===== src/rtl/uart_tx_frame.sv =====
// UART transmit serialiser: runtime 5..p_max_data_bits data bits, optional parity, 1/2 stop bits, one-word hold.
// Optional line-break generation (break_i port, BREAK state) is compiled in with `define UART_TX_BREAK_EN.
module uart_tx_frame #(
  parameter int p_clk_speed_hz  = 50_000_000,
  parameter int p_baud_rate     = 9_600,
  parameter int p_max_data_bits = 9
) (
  input  logic                       clk_i,
  input  logic                       rst_i,
  input  logic [p_max_data_bits-1:0] data_i,
  input  logic                       valid_i,
  output logic                       ready_o,
  input  logic [3:0]                 data_bits_i,
  input  logic                       parity_en_i,
  input  logic                       parity_sel_i,
  input  logic                       stop_sel_i,
  output logic                       data_o,
  output logic                       busy_o,
  output logic                       done_o
`ifdef UART_TX_BREAK_EN
  ,
  input  logic                       break_i
`endif
);

  localparam int            CPB        = p_clk_speed_hz / p_baud_rate;
  localparam int            CW         = $clog2(CPB) + 1;
  localparam logic [CW-1:0] BIT_LAST   = CW'(CPB - 1);
  localparam logic [CW-1:0] STOP2_LAST = CW'(2 * CPB - 1);
  localparam logic [3:0]    LEN_MAX    = 4'(p_max_data_bits);

  typedef enum logic [2:0] {
    S_IDLE,
    S_START,
    S_DATA,
    S_PARITY,
    S_STOP
`ifdef UART_TX_BREAK_EN
    ,
    S_BREAK
`endif
  } state_t;

  function automatic logic [3:0] clamp_len(input logic [3:0] bits);
    if (bits < 4'd5) return 4'd5;
    if (bits > LEN_MAX) return LEN_MAX;
    return bits;
  endfunction

  // Odd parity seeds the accumulator with 1 so the frame's total count of ones comes out odd.
  function automatic logic parity_bit(input logic [p_max_data_bits-1:0] d,
                                      input logic [3:0] len, input logic odd);
    logic p;
    p = odd;
    for (int i = 0; i < p_max_data_bits; i++)
      if (4'(i) < len) p = p ^ d[i];
    return p;
  endfunction

  logic                       hold_full_q;
  logic [p_max_data_bits-1:0] hold_data_q;
  logic [3:0]                 hold_len_q;
  logic                       hold_par_en_q;
  logic                       hold_par_odd_q;
  logic                       hold_stop2_q;

  logic [p_max_data_bits-1:0] sh_data_q;
  logic [3:0]                 len_q;
  logic                       par_en_q;
  logic                       par_q;
  logic                       stop2_q;

  state_t                     state_q;
  logic [CW-1:0]              cnt_q;
  logic [3:0]                 bit_idx_q;
  logic                       data_q;
  logic                       busy_q;
  logic                       done_q;
  logic                       brk_stop_q;

  logic                       accept_w;
  logic                       load_w;
  logic                       shift_w;
  logic                       bit_end_w;
  logic [CW-1:0]              stop_last_w;

  assign ready_o     = ~hold_full_q & ~rst_i;
  assign accept_w    = valid_i & ready_o;
  assign bit_end_w   = (cnt_q == BIT_LAST);
  assign stop_last_w = (stop2_q & ~brk_stop_q) ? STOP2_LAST : BIT_LAST;
  assign shift_w     = bit_end_w & ((state_q == S_START) | (state_q == S_DATA));

  assign data_o = data_q;
  assign busy_o = busy_q;
  assign done_o = done_q;

  // The held word moves to the shifter when the line is free: from IDLE, or at the last clock of STOP.
  always_comb begin
    load_w = 1'b0;
    if (hold_full_q) begin
      case (state_q)
`ifdef UART_TX_BREAK_EN
        S_IDLE:  load_w = ~break_i;
`else
        S_IDLE:  load_w = 1'b1;
`endif
        S_STOP:  load_w = (cnt_q == stop_last_w);
        default: load_w = 1'b0;
      endcase
    end
  end

  always_ff @(posedge clk_i) begin
    if (rst_i)         hold_full_q <= 1'b0;
    else if (accept_w) hold_full_q <= 1'b1;
    else if (load_w)   hold_full_q <= 1'b0;
  end

  always_ff @(posedge clk_i) begin
    if (accept_w) begin
      hold_data_q    <= data_i;
      hold_len_q     <= clamp_len(data_bits_i);
      hold_par_en_q  <= parity_en_i;
      hold_par_odd_q <= parity_sel_i;
      hold_stop2_q   <= stop_sel_i;
    end
  end

  always_ff @(posedge clk_i) begin
    if (load_w) begin
      sh_data_q <= hold_data_q;
      len_q     <= hold_len_q;
      par_en_q  <= hold_par_en_q;
      par_q     <= parity_bit(hold_data_q, hold_len_q, hold_par_odd_q);
      stop2_q   <= hold_stop2_q;
    end else if (shift_w) begin
      sh_data_q <= sh_data_q >> 1;
    end
  end

  always_ff @(posedge clk_i) begin
    if (rst_i) begin
      state_q    <= S_IDLE;
      cnt_q      <= '0;
      bit_idx_q  <= '0;
      data_q     <= 1'b1;
      busy_q     <= 1'b0;
      done_q     <= 1'b0;
      brk_stop_q <= 1'b0;
    end else begin
      done_q <= 1'b0;
      case (state_q)
        S_IDLE: begin
`ifdef UART_TX_BREAK_EN
          if (break_i) begin
            state_q <= S_BREAK;
            data_q  <= 1'b0;
            busy_q  <= 1'b1;
          end else
`endif
          if (load_w) begin
            state_q    <= S_START;
            cnt_q      <= '0;
            data_q     <= 1'b0;
            busy_q     <= 1'b1;
            brk_stop_q <= 1'b0;
          end
        end
        S_START: begin
          if (bit_end_w) begin
            state_q   <= S_DATA;
            cnt_q     <= '0;
            bit_idx_q <= '0;
            data_q    <= sh_data_q[0];
          end else begin
            cnt_q <= cnt_q + CW'(1);
          end
        end
        S_DATA: begin
          if (bit_end_w) begin
            cnt_q <= '0;
            if (bit_idx_q == len_q - 4'd1) begin
              state_q <= par_en_q ? S_PARITY : S_STOP;
              data_q  <= par_en_q ? par_q : 1'b1;
            end else begin
              bit_idx_q <= bit_idx_q + 4'd1;
              data_q    <= sh_data_q[0];
            end
          end else begin
            cnt_q <= cnt_q + CW'(1);
          end
        end
        S_PARITY: begin
          if (bit_end_w) begin
            state_q <= S_STOP;
            cnt_q   <= '0;
            data_q  <= 1'b1;
          end else begin
            cnt_q <= cnt_q + CW'(1);
          end
        end
        S_STOP: begin
          if (cnt_q == stop_last_w) begin
            cnt_q      <= '0;
            brk_stop_q <= 1'b0;
            if (load_w) begin
              state_q <= S_START;
              data_q  <= 1'b0;
            end else begin
              state_q <= S_IDLE;
              busy_q  <= 1'b0;
            end
          end else begin
            cnt_q <= cnt_q + CW'(1);
            // done_q is registered, so raise it one clock ahead to land on the final stop clock.
            if ((cnt_q + CW'(1) == stop_last_w) && !brk_stop_q) done_q <= 1'b1;
          end
        end
`ifdef UART_TX_BREAK_EN
        S_BREAK: begin
          if (!break_i) begin
            state_q    <= S_STOP;
            cnt_q      <= '0;
            data_q     <= 1'b1;
            brk_stop_q <= 1'b1;
          end
        end
`endif
        default: begin
          state_q <= S_IDLE;
          data_q  <= 1'b1;
          busy_q  <= 1'b0;
        end
      endcase
    end
  end

endmodule


===== config.mk =====
export PLATFORM = sky130hd
export DESIGN_NAME = uart_tx_frame
export DESIGN_NICKNAME = d
export VERILOG_FILES = /design/src/rtl/uart_tx_frame.sv
export SDC_FILE = /design/constraint.sdc
export NUM_CORES = 1
export LEC_CHECK = 0
export ABC_AREA = 0
export BUFFER_PORTS_ARGS = -buffer_cell sky130_fd_sc_hd__buf_2
export CORE_UTILIZATION = 59
export CTS_CLUSTER_DIAMETER = 150
export DETAILED_ROUTE_END_ITERATION = 6
export GPL_ROUTABILITY_DRIVEN = 1
export GPL_TIMING_DRIVEN = 1
export PLACE_DENSITY = 0.78
export SLEW_MARGIN = 20
export SYNTH_ARGS = -nofsm -noshare
export SYNTH_HDL_FRONTEND = slang
export SYNTH_SLANG_ARGS = --single-unit

===== constraint.sdc =====
create_clock -name clk_i -period 2.7 [get_ports clk_i]
set_input_delay 0.54 -clock clk_i [delete_from_list [all_inputs] [get_ports clk_i]]
set_output_delay 0.54 -clock clk_i [all_outputs]
set_load 0.1 [all_outputs]

==> flow_metrics.tcl <==
set metrics [dict create \
    worst_r2r_endpoint "state_q[2]" \
    period_minus_slack_ns 2.49 \
    die_y_um 73.8 \
    nNetsFinal 340 \
    intPower_mw 1.51 \
    p_clk_frac 0.365 \
    finalMaxSlewViolations 0 \
    hold_viol 0 \
    synth_nets 319 \
    seq_power_share 0.489 \
    area_growth_pct 10.9 \
    grt_usage 0.251 \
    ios 23 \
    route.detailed.drc 7 \
    path_delay_family "simple AND/OR/NAND/NOR gates" \
    final_cell_mix "edfxtp_1 (32), dfxtp_1 (25), nor2_1 (24)" \
    cp.depth 7 \
    max_freq_ghz 0.402 \
    r2r_slack_ns 0.21 \
    p_per_area_mw_per_mm2 621 \
    grt_pass1_vias 2097 \
    start_util 0.627 \
    synth_xor_area_frac 0.0692 \
    setup_viol 0 \
    ys_warn_count 0 \
    via_per_inst 5.95 \
    pre_cts_ws_ns 0.124 \
    hold-worst-slack_ns 0.369 \
    cp_max_fo 6 \
    multiInputGateArea_mm2 0.00146 \
    slowest_stage "and4b_1" \
    hpwl_um 4300 \
    hp-class "input port to flip-flop" \
    antenna_found_initial 0 \
    clockBufferDepth 2 \
    p_leak_nw 1.18 \
    die_w_um 73.8 \
    async_flop_share 0 \
    synth_flop_cell "edfxtp_1" \
    status "finished with violations" \
    crit_end "state_q[2]" \
    core_area_mm2 0.00485 \
    required_ns 2.99 \
    rsz0062_at_grt "false" \
    cp-end-kind "flip-flop" \
    relSlewSlack 0.569 \
    cts_buffers 9 \
    n_fill_cell 358 \
    drt_wl_total_um 5970 \
    worstSetupPathType "flip-flop to flip-flop" \
    die_area_mm2 0.00544 \
    synth-simple-area-share 0.214 \
    clock-root-buffer "clkbuf_8" \
    synth_fa_ha_area_frac 0.0165 \
    crit_path_max_incr_delay_ns 0.44 \
    maxCapViolations 0 \
    ant_nets 0 \
    ctsHtreeMaxLevel 3 \
    synth-edff-count 32 \
    cp-start-kind "flip-flop" \
    synth_cells 296 \
    worst_pin_slew_ns 0.646 \
    ir_worst_vdd_mv 0.488 \
    synthMuxAreaShare 0.0399 \
    yosysSeqAreaShare 0.481 \
    timing.setup.tns_ns 0 \
    cts.sinks 57 \
    cts_hold_buf 0 \
    avgSynthCellArea_um2 10.3 \
    overflow 0 \
    place.gp.congestion 0.921 \
    r2r_start "cnt_q[1]" \
    drive_above_1_share 0.199 \
    syn-cell-area_mm2 0.00304 \
    r2r_cells 7 \
    power.switching_mw 0.577 \
    swShare 0.276 \
    diodes 0 \
    port_buffers 22 \
    cp_num_buf_inv 0 \
    skew_ns 0.0103 \
    layout_commonest_cell "edfxtp_1" \
    firstDrtPassIters 7 \
    critPathLaunch "cnt_q[1]" \
    drt-initial-drc-count 240 \
    power_frac_comb 0.146 \
    clk_pin_slew_worst_paths_ns 0.07 \
    violations "design-rule violations" \
    worst_ep_arrival_time_ns 2.77 \
    synth_top_family_by_area "simple AND/OR/NAND/NOR gates" \
    grt_max_degree 17 \
    wl_per_cell_um 15.3 \
    synth_compound_area_frac 0.141 \
    seqCellArea_mm2 0.00146 \
    timing.final.crit_share 0.921 \
    vias 2313 \
    synth_cell_types 61 \
    tritoncts "done" \
    rows 25 \
    worstPathCellList "ha_1, nand4bb_1, and4b_1, o31a_1, o21ai_0, nor3b_1, a31o_2" \
    synth_seq_cells 57 \
    setup_ws_ns 0.214 \
    clk_latency_ns 0.34 \
    grt_pass1_wl_um 9940 \
]
-- layer usage --
metal  GRT usage  wire length [um]
met1       0.347              2840
met2       0.375              2590
met3      0.0713               454
met4      0.0919                91
met5           0                 0
-- Yosys cell counts (all sizes together), types with 3 or more instances --
cell / count / share of area
nor3b: 5 / 0.012
nand2: 21 / 0.026
o21ai: 11 / 0.018
clkbuf: 9 / 0.011
xnor2: 17 / 0.049
and3: 4 / 0.0082
a21oi: 16 / 0.026
a22oi: 3 / 0.0074
or2: 4 / 0.0082
nor2: 25 / 0.031
nand3b: 3 / 0.0074
buf: 7 / 0.016
inv: 9 / 0.011
or3: 5 / 0.010
and2: 4 / 0.0082
edfxtp: 32 / 0.32
nor4: 4 / 0.015
a2bb2oi: 5 / 0.014
a31oi: 5 / 0.010
dfxtp: 25 / 0.16
mux2: 9 / 0.033
nand3: 16 / 0.034
nor3: 7 / 0.012
ha: 4 / 0.016
xor2: 7 / 0.020
-- worst min path at each step --
stage,cells past startpoint,from,endpoint,slack (ns)
3_3_place_gp,0,hold_par_en_q,par_en_q,0.40
3_5_place_dp,0,hold_par_en_q,par_en_q,0.41
4_1_cts,1,data_i[5],hold_data_q[5],0.36
5_1_grt,1,parity_sel_i,hold_par_odd_q,0.36
2_1_floorplan,0,hold_par_en_q,par_en_q,0.40
6_report,1,parity_sel_i,hold_par_odd_q,0.37
-- state kept, by name (all words and copies together), names as in the netlist --
register        cells
cnt_q              14
hold_data_q         9
sh_data_q           9
bit_idx_q           4
hold_len_q          4
len_q               4
state_q             3
busy_o              1
data_o              1
done_o              1
hold_full_q         1
hold_par_en_q       1
hold_par_odd_q      1
hold_stop2_q        1
par_en_q            1
par_q               1
stop2_q             1
-- cells by family after synthesis --
| group | after synthesis |
|---|---|
| xor gates and xnor gates | 24 |
| muxes | 11 |
| and+or+nand+nor | 113 |
| buffers and inverters | 25 |
| adders and majority gates | 4 |
| AOI/OAI and AO/OA | 62 |
| DFF | 57 |
-- stage by stage --
stage	power (mW)	instances	cell area (um2)	utilization
after detailed placement	1.34	373	3180	0.656
final	2.09	389	3370	0.695
after global placement	1.34	373	3180	0.656
after floorplan	1.27	296	3040	-
after CTS	2.10	389	3370	0.695
after global routing	2.17	389	3370	0.695
-- area by class of cell --
| cell class | count | share of cell area |
|---|---|---|
| well taps | 67 | 0.0249 |
| clock buffers | 10 | 0.0379 |
| repair buffers | 26 | 0.0416 |
| clock inverters | 6 | 0.0178 |
| inverters | 9 | 0.0100 |
| multi-input cells | 214 | 0.434 |
| flip-flops and latches | 57 | 0.434 |
-- power by group through the flow --
stage	combinational, mW	sequential [mW]	clock, mW
5_1_grt	0.334	1.03	0.812
6_report	0.306	1.02	0.764
2_1_floorplan	0.204	1.07	0
4_1_cts	0.306	1.02	0.776
3_5_place_dp	0.304	1.04	0
3_3_place_gp	0.299	1.04	0
-- timing repair --
action / in CTS / in global routing
setup endpoints to repair: 0 / 17
buffers inserted: 0 / 0
gates resized for setup: 0 / 1
(Power assumes the default switching activity.)
